**config.mk**
```make
export PLATFORM = sky130hd
export DESIGN_NAME = march_ctrl
export DESIGN_NICKNAME = d
export VERILOG_FILES = /design/src/rtl/march_ctrl.sv
export SDC_FILE = /design/constraint.sdc
export NUM_CORES = 1
export LEC_CHECK = 0
export ABC_AREA = 1
export CAP_MARGIN = 20
export CORE_UTILIZATION = 40
export CTS_BUF_LIST = sky130_fd_sc_hd__clkbuf_16
export DETAILED_ROUTE_END_ITERATION = 12
export HOLD_SLACK_MARGIN = 0.1
export PLACE_DENSITY = 0.75
export REMOVE_ABC_BUFFERS = 1
export SKIP_CTS_REPAIR_TIMING = 1
export SYNTH_ARGS = -nofsm -noshare
export SYNTH_HDL_FRONTEND = slang
export SYNTH_SLANG_ARGS = --single-unit
```
**constraint.sdc**
```tcl
create_clock -name clk -period 2.3 [get_ports clk]
set_input_delay 0.46 -clock clk [delete_from_list [all_inputs] [get_ports clk]]
set_output_delay 0.46 -clock clk [all_outputs]
set_load 0.01 [all_outputs]
```
**src/rtl/march_ctrl.sv**
```systemverilog
// March C- BIST sequencer: drives the address generator and RAM strobes, checks read data.
// Optional BIST_STOP_ON_FAIL_EN: the first miscompare aborts the run straight to DONE.
module march_ctrl #(
  parameter int Adr_size  = 4,
  parameter int Data_size = 8
) (
  input  logic                 clk,
  input  logic                 rst,
  input  logic                 start,
  output logic                 done,
  output logic                 fail,
  output logic [Adr_size-1:0]  fail_adr,
  output logic [2:0]           fail_elem,
  output logic                 mem_we,
  output logic                 mem_re,
  output logic [Data_size-1:0] mem_din,
  input  logic [Data_size-1:0] mem_dout,
  output logic                 gen_rst_adr,
  output logic                 gen_pr_res_adr,
  output logic                 gen_enable,
  output logic                 gen_up_down,
  input  logic                 gen_c_out,
  input  logic [Adr_size-1:0]  gen_adress
);

  typedef enum logic [2:0] {
    IDLE,
    LOAD,
    OP1,
    OP2,
    FLUSH,
    DONE
  } state_t;

  state_t state, state_nxt;
  logic [2:0] elem, elem_nxt;

  logic                 rd_vld;
  logic [Data_size-1:0] rd_exp;
  logic [Adr_size-1:0]  rd_adr;
  logic [2:0]           rd_elem;

  logic down, single, wr_one, rd_one;
  logic last_op, clr, set_fail, miscmp;

  // E3/E4 walk downwards; E0/E5 have one op per address
  assign down   = (elem == 3'd3) || (elem == 3'd4);
  assign single = (elem == 3'd0) || (elem == 3'd5);
  assign wr_one = (elem == 3'd1) || (elem == 3'd3);
  assign rd_one = (elem == 3'd2) || (elem == 3'd4);
  assign miscmp = (mem_dout != rd_exp);

  always_comb begin
    state_nxt      = state;
    elem_nxt       = elem;
    clr            = 1'b0;
    last_op        = 1'b0;
    done           = 1'b0;
    mem_we         = 1'b0;
    mem_re         = 1'b0;
    mem_din        = '0;
    gen_rst_adr    = 1'b0;
    gen_pr_res_adr = 1'b0;
    gen_enable     = 1'b0;
    gen_up_down    = 1'b1;
    unique case (state)
      IDLE, DONE: begin
        done = (state == DONE);
        if (start) begin
          clr       = 1'b1;
          elem_nxt  = 3'd0;
          state_nxt = LOAD;
        end
      end
      LOAD: begin
        gen_up_down    = ~down;
        gen_rst_adr    = ~down;
        gen_pr_res_adr = down;
        state_nxt      = OP1;
      end
      OP1: begin
        gen_up_down = ~down;
        if (elem == 3'd0) mem_we = 1'b1;
        else mem_re = 1'b1;
        if (single) last_op = 1'b1;
        else state_nxt = OP2;
      end
      OP2: begin
        gen_up_down = ~down;
        mem_we      = 1'b1;
        mem_din     = wr_one ? '1 : '0;
        last_op     = 1'b1;
      end
      FLUSH: state_nxt = DONE;
      default: state_nxt = IDLE;
    endcase

    if (last_op) begin
      if (!gen_c_out) begin
        gen_enable = 1'b1;
        state_nxt  = OP1;
      end else if (elem == 3'd5) begin
        state_nxt = FLUSH;
      end else begin
        elem_nxt  = 3'(elem + 3'd1);
        state_nxt = LOAD;
      end
    end

    set_fail = rd_vld & miscmp & ~fail & ~clr;
`ifdef BIST_STOP_ON_FAIL_EN
    if (set_fail) state_nxt = DONE;
`endif
  end

  always_ff @(posedge clk or posedge rst) begin
    if (rst) begin
      state <= IDLE;
      elem  <= 3'd0;
    end else begin
      state <= state_nxt;
      elem  <= elem_nxt;
    end
  end

  // read issued now is compared against mem_dout next cycle
  always_ff @(posedge clk or posedge rst) begin
    if (rst) begin
      rd_vld  <= 1'b0;
      rd_exp  <= '0;
      rd_adr  <= '0;
      rd_elem <= 3'd0;
    end else begin
      rd_vld  <= mem_re;
      rd_exp  <= rd_one ? '1 : '0;
      rd_adr  <= gen_adress;
      rd_elem <= elem;
    end
  end

  always_ff @(posedge clk or posedge rst) begin
    if (rst) begin
      fail      <= 1'b0;
      fail_adr  <= '0;
      fail_elem <= 3'd0;
    end else if (clr) begin
      fail      <= 1'b0;
      fail_adr  <= '0;
      fail_elem <= 3'd0;
    end else if (set_fail) begin
      fail      <= 1'b1;
      fail_adr  <= rd_adr;
      fail_elem <= rd_elem;
    end
  end

endmodule

```
* Yosys cells after proc, flatten, opt, wreduce, memory -nomap -nowiden *
Index checks and enable logic that the tools add are counted.

storage, ports and cells
  flip-flop bits (word level) = 30
  bits in latches = 0
  bits in writable memories = 0
  memory bits (read-only) = 0
  output and inout port bits = 23
  memories = 0

cells by class
  add/subtract/negate cells = 1
  multiply operators = 0
  div/mod/pow operators = 0
  order comparisons = 0
  eq/ne operators = 14
  shift operators = 0
  multiplexer cells = 34
  bitwise logic cells = 6
  reductions and logical operators = 10

operators by type and width
  kind                                                                   number
  3-bit 2-to-1 mux                                                       12
  8-bit 2-to-1 mux                                                       3
  3-bit case mux with 5 select lines                                     1
  1-bit 2-to-1 mux                                                       14
  3-bit by 2-bit equality test with 1-bit output, second input constant  4
  3-bit equality test, second input constant                             4
  4-bit 2-to-1 mux                                                       2
  8-bit != test                                                          1
  3-bit by 1-bit equality test with 1-bit output, second input constant  2
  3-bit zero test                                                        2
  3-bit != test, second input constant                                   2
  1-bit logical OR                                                       4
  1-bit case mux with 2 select lines                                     2
  3-bit by 1-bit adder with 3-bit output, second input constant          1
  1-bit AND                                                              3
  1-bit NOT                                                              3
  3-bit AND reduction                                                    1
  3-bit OR reduction                                                     1
  2-bit != test, second input constant                                   1
  2-bit nonzero test                                                     1
  2-bit OR reduction                                                     1

* Longest topological paths before layout *
  depth in word-level cells = 7
  gate-level depth with buffers = 9
  gate-level depth less buffers = 9

* Worst setup path before layout *
OpenSTA, ideal clock, no wires.

  path kind = register -> output
  from = reg elem[0]
  to = out mem_din[1]
  arrival = 1,266 ps
  data required time = 1,840 ps
  setup slack = 574 ps
  cell stages (with the launch flop) = 7
  path buffers = 1
  path through = dfrtp_1 > ha_1 > ha_1 > a21oi_1 > nand3b_1 > inv_1 > buf_4

between the ends
  longest elaborated chain between the ends = 4

RTL lines
  element                                                                                                                  line  RTL
  from (decl)                                                                                                              36    logic [2:0] elem, elem_nxt;
  from (signal assigned)                                                                                                   122   elem <= elem_nxt;
  3-bit by 1-bit equality test with 1-bit output / 3-bit by 2-bit equality test with 1-bit output (equally long branches)  49    assign wr_one = (elem == 3'd1) || (elem == 3'd3);
  1-bit logical OR *                                                                                                       49
  8-bit 2-to-1 mux *                                                                                                       91    mem_din = wr_one ? '1 : '0;
  8-bit 2-to-1 mux *                                                                                                       66    unique case (state)
  to (decl)                                                                                                                16    output logic [Data_size-1:0] mem_din,

Every way passes the cells marked *; elsewhere a longest branch is shown, timed or not.

* Final worst setup path *
  from = reg elem[1]
  to = out gen_enable

between the ends
  longest elaborated chain between the ends = 5

RTL lines
  element                                                        line  RTL
  3-bit equality test / 3-bit zero test (equally long branches)  48    assign single = (elem == 3'd0) || (elem == 3'd5);
  1-bit logical OR *                                             48
  1-bit 2-to-1 mux *                                             85    if (single) last_op = 1'b1;
  1-bit case mux with 2 select lines *                           66
  1-bit 2-to-1 mux *                                             98    if (last_op) begin
  to (decl)                                                      20    output logic gen_enable,

Marks and branches as above.

==> flow_metrics.env <==
export IMPL_start_util_pct=42.7
export IMPL_irDropWorstVdd_mv=0.681
export IMPL_cts_tree="yes"
export IMPL_die_w_um=56.5
export IMPL_post_route_drc_count=0
export IMPL_grt_use_total_pct=17.9
export IMPL_cts_sinks=23
export IMPL_nNetsFinal=202
export IMPL_drt_iter0_drc=36
export IMPL_cts_htree_levels=1
export IMPL_dr_pass1_iters=4
export IMPL_clkLatencyLatePin_ps=260
export IMPL_cts_clk_slew_worst_paths_ps=60
export IMPL_io_pins=39
export IMPL_cpPeakStageDelay_ps=400
export IMPL_critPathArrivalTime_ps=1600
export IMPL_max_clock_freq_mhz=485
export IMPL_whs_ps=449
export IMPL_place_hpwl_mm=1.97
export IMPL_status="finished clean"
export IMPL_gr_total_overflow=0
export IMPL_slew_viol_final=0
export IMPL_grt_pass1_wl_mm=4.37
export IMPL_cp_required_ps=1840
export IMPL_cp_top_family="flip-flops"
export IMPL_syn_inst=143
export IMPL_power_leakage_nw=1.04
export IMPL_cts_root_buf="clkbuf_16"
export IMPL_wl_mm=2.69
export IMPL_synth_cell_area_mm2=0.00119
export IMPL_crit_type="flop to primary output"
export IMPL_tightest_slew_ps=456
export IMPL_viasPerCell=4.89
export IMPL_post_place_ws_ps=104
export IMPL_io_buffer_count=38
export IMPL_gp_congestion=0.932
export IMPL_ys_warn_count=0
export IMPL_grt_pass1_vias=1052
export IMPL_dieArea_mm2=0.00319
export IMPL_min_path_type="flop to flop"
export IMPL_num_vias=1032
export IMPL_die_height_um=56.5
export IMPL_cts_buffer_depth=2
export IMPL_syn2layout_area_growth_pct=43.4
export IMPL_slew_headroom_pct=69.5
export IMPL_crit_chain="inv_1 -> ha_1 -> nand2_1 -> inv_1 -> o21ai_4 -> nor2_1 -> dlymetal6s2s_1"
export IMPL_placementRows=19
export IMPL_ys_types=19
export IMPL_mostFrequentLayoutCell="nand2_1"
export IMPL_synth_seq_area_share_pct=48.5
export IMPL_worstSetupStartpointType="flop"
export IMPL_rsz0062_at_grt="false"
export IMPL_grt_max_degree=24
export IMPL_fin_skew_ps=4.72
export IMPL_worst_slack_ps=238
export IMPL_num_antenna_cells=0
export IMPL_power_per_cell_area_mw_per_mm2=1180
export IMPL_crit_fanout=5
export IMPL_crit_buf_inv=3
export IMPL_finalCritPeriodShare_pct=89.6
export IMPL_antenna_found_initial=0
export IMPL_drv_cap=0
export IMPL_endpoint_kind="primary output"
export IMPL_ys_ff_latch=23
export IMPL_ant_nets=0
export IMPL_hold_viol=0
export IMPL_coreArea_mm2=0.00278
export IMPL_numCtsBuffers=3
export IMPL_cp_common_cell="inv_1"
export IMPL_setup_viol=0
export IMPL_drive_gt1_share_pct=12.2
export IMPL_layout_common_cells="nand2_1, nand3_1, clkdlybuf4s50_1"
export IMPL_post_drt_wl_per_cell_um=12.8
export IMPL_cpMaxStageDelayCell="dfrtp_2"
export IMPL_avgSynthCellArea_um2=8.30
export IMPL_fin_crit_ps=2060
[cell families after synthesis]
family	count (synthesis)	share of synthesized area [%]
compound gates	8	4.22
mux	1	0.843
simple gates	78	29.5
flops	23	48.5
buf+inv	28	11.7
fa+ha+maj	5	5.27
[final cells by class]
type,count,area (um2)
inverter,20,75.1
sequential,23,578
timing repair buffer,41,438
multi-input combinational,92,493
fill,242,1080
clock inverter,1,5.00
tap,31,38.8
clock buffer,3,75.1
[layer usage]
metal	track usage (%)	share of wire, %	routed length, um
met4	8.71	1.5	40
met2	32.3	52	1400
met3	3.92	5.9	159
met5	0	0	0
met1	19.8	41	1100
[report_power, final]
group / switching, mW / internal (mW) / total [mW]
logic: 0.542 / 0.456 / 0.998
clock network: 0.135 / 0.234 / 0.369
registers: 0.0984 / 0.541 / 0.639
[synth_stat cells (all sizes together)]
master  instances  area, um2
nand3b          1       7.51
nor2           22       87.6
nand2          28        113
dfrtp          23        576
a21boi          1       7.51
ha              5       62.6
o21ai           5       32.5
nor3            1       5.00
a21oi           2       10.0
buf             8       63.8
inv            20       75.1
nand3          25        125
nand4           1       12.5
mux2i           1       10.0
[final timing paths]
check                                   from                   end  slack, ps  cells after the start
min reg2reg                elem[1]$_DFF_PP0_  rd_elem[1]$_DFF_PP0_        450                      0
max reg2reg                elem[0]$_DFF_PP0_     elem[0]$_DFF_PP0_        800                      7
max in group asynchronous                rst     elem[1]$_DFF_PP0_       1520                      3
min in group asynchronous                rst   rd_adr[1]$_DFF_PP0_        540                      3
min                        elem[1]$_DFF_PP0_  rd_elem[1]$_DFF_PP0_        450                      0
max                        elem[1]$_DFF_PP0_            gen_enable        240                      7
[registers in the layout, indices dropped and copies added, names as in the netlist]
signal,flops
elem,3
rd_adr,4
rd_exp,1
rd_elem,3
fail_adr,4
fail,1
fail_elem,3
state,3
rd_vld,1
[through the flow]
step                      area [um2]  utilization [%]  total power [mW]  setup TNS [ps]  cells
after global routing            1700             61.2              2.15               0    211
after CTS                       1630             58.6              1.98           -1630    209
after floorplan                 1120                -              1.14               0    135
after global placement          1550             55.7              1.56               0    205
after detailed placement        1550             55.7              1.59               0    205
final                           1700             61.2              2.01               0    211
Note: power is estimated with default switching activity, not from simulation.
